===== src/rtl/wb_stage.sv =====
// MEM/WB pipeline register with register-file write-back data selection and load extension.
// Optional retired-instruction counter enabled by defining WB_RETIRE_CNT_EN.
module wb_stage #(
    parameter int RETIRE_W = 32
) (
    input  logic        clk,
    input  logic        rst,
    input  logic        stall,
    input  logic        flush,
    input  logic        mem_valid,
    input  logic        mem_regwrite,
    input  logic [4:0]  mem_rd,
    input  logic [1:0]  mem_wdsel,
    input  logic [2:0]  mem_funct3,
    input  logic [31:0] mem_alu_res,
    input  logic [31:0] mem_rdata,
    input  logic [31:0] mem_pc4,
    output logic        wb_valid,
    output logic        wb_rfwr,
    output logic [4:0]  wb_rd,
`ifdef WB_RETIRE_CNT_EN
    output logic [31:0] wb_wd,
    output logic [RETIRE_W-1:0] retire_cnt
`else
    output logic [31:0] wb_wd
`endif
);

    logic        vld_p1;
    logic        regwrite_p1;
    logic [4:0]  rd_p1;
    logic [1:0]  wdsel_p1;
    logic [2:0]  funct3_p1;
    logic [31:0] alu_res_p1;
    logic [31:0] rdata_p1;
    logic [31:0] pc4_p1;

    // Select the addressed byte/halfword of the aligned word and extend it per load type.
    function automatic logic [31:0] load_extend(input logic [2:0]  f3,
                                                input logic [1:0]  addr,
                                                input logic [31:0] word);
        logic [7:0]         b;
        logic [15:0]        h;
        logic signed [31:0] res;
        case (addr)
            2'd0:    b = word[7:0];
            2'd1:    b = word[15:8];
            2'd2:    b = word[23:16];
            default: b = word[31:24];
        endcase
        h = addr[1] ? word[31:16] : word[15:0];
        case (f3)
            3'b000:  res = 32'(signed'(b));
            3'b001:  res = 32'(signed'(h));
            3'b100:  res = signed'({24'd0, b});
            3'b101:  res = signed'({16'd0, h});
            default: res = signed'(word);
        endcase
        return unsigned'(res);
    endfunction

    // ---- MEM -> WB boundary ----
    always_ff @(posedge clk or posedge rst) begin
        if (rst) begin
            vld_p1      <= 1'b0;
            regwrite_p1 <= 1'b0;
            rd_p1       <= '0;
            wdsel_p1    <= '0;
            funct3_p1   <= '0;
            alu_res_p1  <= '0;
            rdata_p1    <= '0;
            pc4_p1      <= '0;
        end else if (flush) begin
            vld_p1 <= 1'b0;
        end else if (!stall) begin
            vld_p1      <= mem_valid;
            regwrite_p1 <= mem_regwrite;
            rd_p1       <= mem_rd;
            wdsel_p1    <= mem_wdsel;
            funct3_p1   <= mem_funct3;
            alu_res_p1  <= mem_alu_res;
            rdata_p1    <= mem_rdata;
            pc4_p1      <= mem_pc4;
        end
    end

    // ---- WB outputs (combinational from the held slot) ----
    always_comb begin
        wb_valid = vld_p1;
        wb_rd    = rd_p1;
        wb_rfwr  = vld_p1 && regwrite_p1 && (rd_p1 != 5'd0);
        case (wdsel_p1)
            2'b00:   wb_wd = alu_res_p1;
            2'b01:   wb_wd = load_extend(funct3_p1, alu_res_p1[1:0], rdata_p1);
            2'b10:   wb_wd = pc4_p1;
            default: wb_wd = 32'd0;
        endcase
    end

`ifdef WB_RETIRE_CNT_EN
    always_ff @(posedge clk or posedge rst) begin
        if (rst)
            retire_cnt <= '0;
        else if (!flush && !stall && mem_valid)
            retire_cnt <= retire_cnt + 1'b1;
    end
`else
    logic [RETIRE_W-1:0] retire_unused;
    assign retire_unused = '0;
`endif

endmodule


===== config.mk =====
export PLATFORM = sky130hd
export DESIGN_NAME = wb_stage
export DESIGN_NICKNAME = d
export VERILOG_FILES = /design/src/rtl/wb_stage.sv
export SDC_FILE = /design/constraint.sdc
export NUM_CORES = 1
export LEC_CHECK = 0
export ABC_AREA = 1
export CAP_MARGIN = 20
export CORE_ASPECT_RATIO = 0.5
export CORE_UTILIZATION = 44
export CTS_CLUSTER_DIAMETER = 50
export DETAILED_ROUTE_END_ITERATION = 7
export PLACE_DENSITY = 0.77
export SLEW_MARGIN = 5
export SYNTH_ARGS = -nofsm -noshare
export SYNTH_HDL_FRONTEND = slang
export SYNTH_SLANG_ARGS = --single-unit

===== constraint.sdc =====
create_clock -name clk -period 3.11 [get_ports clk]
set_input_delay 0.311 -clock clk [delete_from_list [all_inputs] [get_ports clk]]
set_output_delay 0.311 -clock clk [all_outputs]
set_load 0.005 [all_outputs]

==> results of run 1 <==
[Yosys cell counts, types with 2 or more instances]
library cell  instances  area, sq um
nand2_1             198          743
inv_1               135          507
o21ai_0             114          571
dfrtp_1             108         2700
a21oi_1              32          160
o22ai_1              32          200
buf_2                20          100
clkbuf_1             11         41.3
nand3_1              11         55.1
buf_1                 5         18.8
nor2_1                5         18.8
mux2_2                4         45.0
nand4_1               4         25.0
inv_2                 3         11.3
nand2_4               3         33.8
o211ai_1              3         22.5
buf_6                 2         22.5
nand3_2               2         20.0
nor2_2                2         12.5
[per-stage QoR]
| step | setup slack (ns) | utilization (%) | power, mW |
|---|---|---|---|
| 3_3_place_gp | 0.844 | 59.2 | 2.79 |
| 6_report | 0.388 | 62.0 | 4.08 |
| 2_1_floorplan | 1.50 | - | 2.27 |
| 4_1_cts | 0.419 | 62.0 | 4.09 |
| 3_5_place_dp | 0.828 | 59.2 | 2.81 |
| 5_1_grt | 0.262 | 62.0 | 4.29 |
[worst min-delay path by stage]
stage,from,end,slack [ns],cells after the start
2_1_floorplan,flush,wb_valid,0.38,1
3_3_place_gp,regwrite_p1,regwrite_p1,0.49,1
3_5_place_dp,regwrite_p1,regwrite_p1,0.51,1
4_1_cts,rst,alu_res_p1[25],0.49,2
5_1_grt,rst,pc4_p1[21],0.53,2
6_report,rst,alu_res_p1[25],0.46,2
[sequential cells by signal, summed over array words and instances (netlist names)]
signal / cells
wdsel_p1: 2
wb_rd: 5
wb_valid: 1
regwrite_p1: 1
funct3_p1: 3
rdata_p1: 32
pc4_p1: 32
alu_res_p1: 32
[routing by layer]
| layer | vias to the layer above | wire [um] | track usage [%] |
|---|---|---|---|
| li1 | 2461 | - | - |
| met2 | 189 | 6560 | 36.9 |
| met3 | 19 | 1150 | 6.48 |
| met4 | 0 | 203 | 6.73 |
| met5 | - | 0 | 0 |
| met1 | 2338 | 6840 | 34.2 |
[cells by family after synthesis]
kind of cell | Yosys count | share of synthesized area [%]
and+or+nand+nor | 229 | 17.6
AOI/OAI and AO/OA | 184 | 18.1
buffers and inverters | 178 | 13.3
DFF | 108 | 50.1
muxes | 5 | 1.02
[worst max-delay path: stages, from the launching register on]
cell	delay (ns)
dfrtp_1	0.36
inv_1	0.11
nand2_1	0.31
buf_4	0.34
o22ai_1	0.27
inv_1	0.08
nand2_1	0.09
clkdlybuf4s50_1	0.50
[where the power goes]
group	switching, mW	leakage, nW	internal, mW	total, mW
clock network	0.504	0.157	0.777	1.28
registers	0.0766	1.33	1.58	1.66
logic	0.606	1.95	0.533	1.14
[area by class of cell]
type	instances	share of cell area (%)
well taps	165	2.81
flip-flops and latches	108	36.7
multi-input cells	418	27.0
inverters	139	7.21
clock inverters	5	1.39
clock buffers	9	3.06
repair buffers	159	21.8
==> reports/metrics.yaml, run 1 <==
cts.sinks: 108
r2r_slack_ns: 2.08
dieArea_sq_um: 12700
finalSetupTns_ns: 0
placed_area_sq_um: 7030
stdcell_count: 1003
first_iter_violations: 492
synth_warnings: 0
initial_utilization_pct: 45.4
cts_tree: "yes"
crit_fanout: 20
ys_ff_latch: 108
die_x_um: 159
h-tree-depth: 3
num_antenna_cells: 0
clock_skew_ns: 0
status: "finished, final reports clean"
period_minus_slack_ns: 2.72
clk_pin_slew_worst_paths_ns: 0.07
worst_ep_required_time_ns: 2.80
r2r-start: "alu_res_p1[1]"
critPathCapture: "wb_wd[14]"
insertion_delay_ns: 0.34
routed_via_density: 4.99
criticalPathCategory: "reg -> out"
maxCapViolations: 0
worst_pin_slew_ns: 0.796
drc: 0
period_share_pct: 87.5
final_common_cell: "nand2_1"
max-vdd-ir-drop_mv: 0.295
drt-total-wl_mm: 14.8
slew_headroom_pct: 46.8
async_reset_ff_share_pct: 100
cts_resized: 0
dp.cells: 989
die_height_um: 80.3
wl_per_cell_um: 14.7
ys_seq_area_share_pct: 50.1
netlist_instances: 704
rows: 28
cts_setup_buffers: 0
cts_hold_buf: 0
synthDistinctLibCells: 29
ys.flop_type: "dfrtp_1"
setup_viol: 0
drive_gt1_share_pct: 5.25
pin_count: 151
postLayoutCellArea_sq_um: 7360
syn_to_final_growth_pct: 36.3
cts_inserted_buffers: 9
grt_max_degree: 118
dr.pass1.iters: 5
start_kind: "flop"
r2r_cells: 2
fmax_mhz: 367
grtUsageTotal_pct: 24.4
nets: 947
grt_pass1_vias: 4797
drv_slew: 0
synth_edf_count: 0
worstReg2RegEnd: "alu_res_p1[1]"
place_congestion: 0.934
dp.final_hpwl_mm: 10.9
whs_ns: 0.458
end_kind: "output pin"
power_density_nw_per_um2: 554
syn_nets: 816
io_buffers: 150
core-area_sq_um: 11900
grt_pass1_wl_mm: 23.5
seq_area_sq_um: 2700
gr-total-overflow: 0
startpoint: "wdsel_p1[0]"
avgSynthCellArea_sq_um: 7.67
vias: 5007
total_leakage_power_nw: 3.43
cts_root_buf: "clkbuf_16"
fillCellCount: 1012
hp-class: "in -> async"
synth.cell_area_sq_um: 5400
final_cell_mix: "nand2_1 (198), clkdlybuf4s50_1 (150), inv_1 (134), o21ai_0 (114), dfrtp_1 (108)"
clockBufferDepth: 2
rsz0062_at_grt: "false"
antenna_found_initial: 0
arrival_ns: 2.41
detail-route-antenna-nets: 0
hold_viol: 0
multi_input_area_sq_um: 1990
Note: power is estimated with default switching activity, not from simulation.
==> run 2: changes to the inputs <==
- CORE_MARGIN: not set -> 3
- SLEW_MARGIN: 5 -> 20
==> run 2 against run 1 <==
Net effect:
- clock skew is the same
- worst setup slack lost 0.14 ns
- sequential power is essentially flat
- power shrank 4.6%
- core utilization grew 2.2 points
- final cell count grew 0.40%
==> reports/metrics.yaml, run 2 (synthesized netlist as in run 1, its figures left out) <==
status: "finished, final reports clean"
r2r-start: "alu_res_p1[1]"
end_kind: "output pin"
arrival_ns: 2.55
fillCellCount: 1004
detail-route-antenna-nets: 0
hold_viol: 0
grt_max_degree: 72
crit_fanout: 20
drv_slew: 0
finalSetupTns_ns: 0
clk_pin_slew_worst_paths_ns: 0.07
pin_count: 151
first_iter_violations: 426
clockBufferDepth: 2
final_cell_mix: "nand2_1 (198), clkdlybuf4s50_1 (150), inv_1 (134), o21ai_0 (114), dfrtp_1 (108)"
h-tree-depth: 3
core-area_sq_um: 11500
dr.pass1.iters: 5
largestRegisters: "alu_res_p1 x32, pc4_p1 x32, rdata_p1 x32"
cts_setup_buffers: 0
power_density_nw_per_um2: 528
io_buffers: 150
critPathCapture: "wb_wd[21]"
final_common_cell: "nand2_1"
dp.final_hpwl_mm: 11.3
max-vdd-ir-drop_mv: 0.294
grtUsageTotal_pct: 22.6
syn_to_final_growth_pct: 36.6
cts_tree: "yes"
insertion_delay_ns: 0.34
period_share_pct: 92.1
nets: 955
dieArea_sq_um: 13700
grt_pass1_wl_mm: 24.9
cts_resized: 0
start_kind: "flop"
antenna_found_initial: 1
num_antenna_cells: 0
rows: 27
cts_hold_buf: 0
r2r_slack_ns: 1.96
wl_per_cell_um: 15.4
slew_headroom_pct: 41.9
total_leakage_power_nw: 3.45
clock_skew_ns: 0
gr-total-overflow: 0
routed_via_density: 5.06
rsz0062_at_grt: "false"
vias: 5093
drc: 0
place_ws_ns: 0.680
cts_inserted_buffers: 9
initial_utilization_pct: 47.0
setup_viol: 0
drt-total-wl_mm: 15.5
maxCapViolations: 0
die_height_um: 84.3
fmax_mhz: 349
grt_pass1_vias: 4870
worst_ep_required_time_ns: 2.80
hp-class: "in -> async"
period_minus_slack_ns: 2.87
worst_pin_slew_ns: 0.870
drive_gt1_share_pct: 6.37
cts.sinks: 108
criticalPathCategory: "reg -> out"
r2r_cells: 2
startpoint: "alu_res_p1[1]"
place_congestion: 0.877
worstReg2RegEnd: "alu_res_p1[1]"
cts_root_buf: "clkbuf_16"
die_x_um: 163
setup_slack_ns: 0.245
-- run 2: cell count changes in the layout (fill, tap and decap cells not counted), sizes merged --
cell / delta
clkinv: +1
bufinv: -3
inv: +2
buf: +8
clkinvlp: +2
-- run 2: worst min-delay path by stage --
| stage | start | end | slack [ns] | depth (start not counted) |
|---|---|---|---|---|
| after floorplan | flush | wb_valid | 0.38 | 1 |
| after global placement | regwrite_p1 | regwrite_p1 | 0.49 | 1 |
| after detailed placement | regwrite_p1 | regwrite_p1 | 0.50 | 1 |
| after CTS | rst | alu_res_p1[13] | 0.23 | 2 |
| after global routing | rst | alu_res_p1[13] | 0.24 | 2 |
| final | rst | alu_res_p1[13] | 0.23 | 2 |
-- run 2: stage by stage --
| step | utilization, % | instance area [sq um] | std cells | hold slack (ns) | total power, mW |
|---|---|---|---|---|---|
| global placement | 61.8 | 7100 | 991 | 0.494 | 2.80 |
| global route | 64.2 | 7370 | 1007 | 0.239 | 4.11 |
| floorplan | - | 5400 | 704 | 0.377 | 2.27 |
| finish | 64.2 | 7370 | 1007 | 0.230 | 3.89 |
| detailed placement | 61.8 | 7100 | 991 | 0.504 | 2.83 |
| CTS | 64.2 | 7370 | 1007 | 0.231 | 3.90 |
-- run 2: cell type report --
type / count / area, sq um / share of cell area (%)
sequential: 108 / 2700 / 36.7
inverter: 139 / 531 / 7.20
multi-input combinational: 418 / 1990 / 26.9
timing repair buffer: 167 / 1680 / 22.8
clock buffer: 9 / 225 / 3.05
tap: 159 / 199 / 2.70
clock inverter: 7 / 50.0 / 0.679
-- run 2: routing by layer --
layer,GRT usage [%],vias up,share of wire [%]
met5,0,-,0.084
met4,4.91,2,1.2
met3,4.68,20,6.8
met2,35.7,195,46
met1,32.3,2399,46
li1,-,2477,-
-- run 2: where the power goes --
part	internal, mW	switching, mW	total, mW	leakage (nW)
Clock	0.546	0.529	1.08	0.128
Sequential	1.58	0.0795	1.66	1.33
Combinational	0.539	0.618	1.16	2.00
Total	2.67	1.23	3.89	3.45
-- run 2: critical path, cell delays in order, from the launching register on --
cell	delay [ns]
dfrtp_1	0.77
nand2_1	0.22
nand3_2	0.17
nand3_4	0.15
nand2_4	0.21
nand2_1	0.08
nand2_1	0.09
clkdlybuf4s50_1	0.51
==> run 3: changes to the inputs <==
- MAX_ROUTING_LAYER: not set -> met4
- PLACE_DENSITY: 0.77 -> 0.87
- SLEW_MARGIN: 20 -> not set
==> run 3 against run 2 <==
Net effect:
- clock skew unchanged
- maximum frequency up 8.7%
- register-to-register slack better by 0.20 ns
- cell area down 0.92%
- via count down 0.61%
- core utilization down 0.59 points
- sequential power about the same
- sequential cell count unchanged
- combinational power about the same
- highest routed layer is now met4
==> reports/metrics.yaml, run 3 (synthesized netlist as in run 1, its figures left out) <==
status: "finished, final reports clean"
detail-route-antenna-nets: 0
cts_setup_buffers: 0
place_congestion: 0.906
worst_pin_slew_ns: 0.586
cts_root_buf: "clkbuf_16"
total_leakage_power_nw: 3.42
period_minus_slack_ns: 2.64
pin_count: 151
grt_pass1_wl_mm: 25.1
grtUsageTotal_pct: 23.5
max-vdd-ir-drop_mv: 0.291
r2r_slack_ns: 2.16
cts.sinks: 108
postLayoutCellArea_sq_um: 7300
vias: 5062
hp-class: "in -> async"
busiest_layer: "met2"
end_kind: "output pin"
arrival_ns: 2.33
maxCapViolations: 0
drt-total-wl_mm: 15.4
wl_per_cell_um: 15.4
cts_inserted_buffers: 9
rsz0062_at_grt: "false"
grt_use_met2_pct: 37.5
clock_skew_ns: 0
cts_hold_buf: 0
insertion_delay_ns: 0.35
placed_area_sq_um: 7020
die_height_um: 84.3
rows: 27
startpoint: "alu_res_p1[1]"
drc: 0
drv_slew: 0
h-tree-depth: 3
met3_usage_pct: 4.58
start_kind: "flop"
cts_resized: 0
first_iter_violations: 517
crit_fanout: 16
grt_pass1_vias: 5089
grt_max_degree: 85
gr-total-overflow: 0
r2r_cells: 2
antenna_found_initial: 0
critPathCapture: "wb_wd[21]"
largestRegisters: "alu_res_p1 x32, pc4_p1 x32, rdata_p1 x32"
fmax_mhz: 379
whs_ns: 0.356
r2r-start: "alu_res_p1[1]"
multi_input_area_sq_um: 1990
setup_viol: 0
final_cell_mix: "nand2_1 (198), clkdlybuf4s50_1 (150), inv_1 (134), o21ai_0 (114), dfrtp_1 (108)"
io_buffers: 150
nets: 948
worst_ep_required_time_ns: 2.80
dr.pass1.iters: 5
final_core_util_pct: 63.6
fillCellCount: 950
finalSetupTns_ns: 0
final_common_cell: "nand2_1"
period_share_pct: 84.8
power.total_mw: 3.94
dieArea_sq_um: 13700
seq_area_sq_um: 2700
syn_to_final_growth_pct: 35.3
num_antenna_cells: 0
worstReg2RegEnd: "alu_res_p1[1]"
drive_gt1_share_pct: 5.12
die_x_um: 163
core-area_sq_um: 11500
routed_via_density: 5.07
grt.met1_usage_pct: 31.6
slew_headroom_pct: 60.8
power_density_nw_per_um2: 540
clockBufferDepth: 2
initial_utilization_pct: 47.0
hold_viol: 0
criticalPathCategory: "reg -> out"
dp.final_hpwl_mm: 11.3
cts_tree: "yes"
clk_pin_slew_worst_paths_ns: 0.07
run 3: cell count changes in the layout (fill, tap and decap cells not counted), sizes merged:
cell and delta:
buf -7, clkbuf +4, clkinvlp -3, inv -2
bufinv +1, clkinv -1
run 3: worst min path at each step:
stage | to | slack [ns]
floorplan | wb_valid | 0.38
global placement | regwrite_p1 | 0.49
detailed placement | regwrite_p1 | 0.52
CTS | pc4_p1[20] | 0.37
global route | pc4_p1[20] | 0.40
finish | alu_res_p1[19] | 0.36
run 3: cell type report:
type,instances,area share [%]
clock buffer,13,3.43
tap,159,2.72
timing repair buffer,160,21.9
multi-input combinational,418,27.2
sequential,108,37.0
clock inverter,2,0.480
inverter,139,7.26
run 3: worst max-delay path, stage by stage (launching register included):
cell and delay [ns]:
dfrtp_1 0.58, nand2_1 0.20, nand3_2 0.15, nand3_4 0.14, nand2_4 0.18, nand2_1 0.12, nand2_1 0.10, clkdlybuf4s50_1 0.51
run 3: layer usage:
layer / vias up / wire length [um]
met4: 0 / 208
met2: 197 / 7290
met3: 21 / 1150
met5: - / 0
met1: 2386 / 6720
li1: 2458 / -
run 3: power breakdown:
part | leakage [nW] | internal (mW) | switching (mW) | total (mW)
logic | 1.95 | 0.531 | 0.609 | 1.14
clock network | 0.140 | 0.643 | 0.501 | 1.14
registers | 1.33 | 1.58 | 0.0771 | 1.66
total | 3.42 | 2.76 | 1.19 | 3.94
run 3: metrics by stage:
step	cells	setup slack, ns
2_1_floorplan	704	1.50
3_3_place_gp	984	0.942
3_5_place_dp	984	0.924
4_1_cts	999	0.494
5_1_grt	999	0.358
6_report	999	0.474
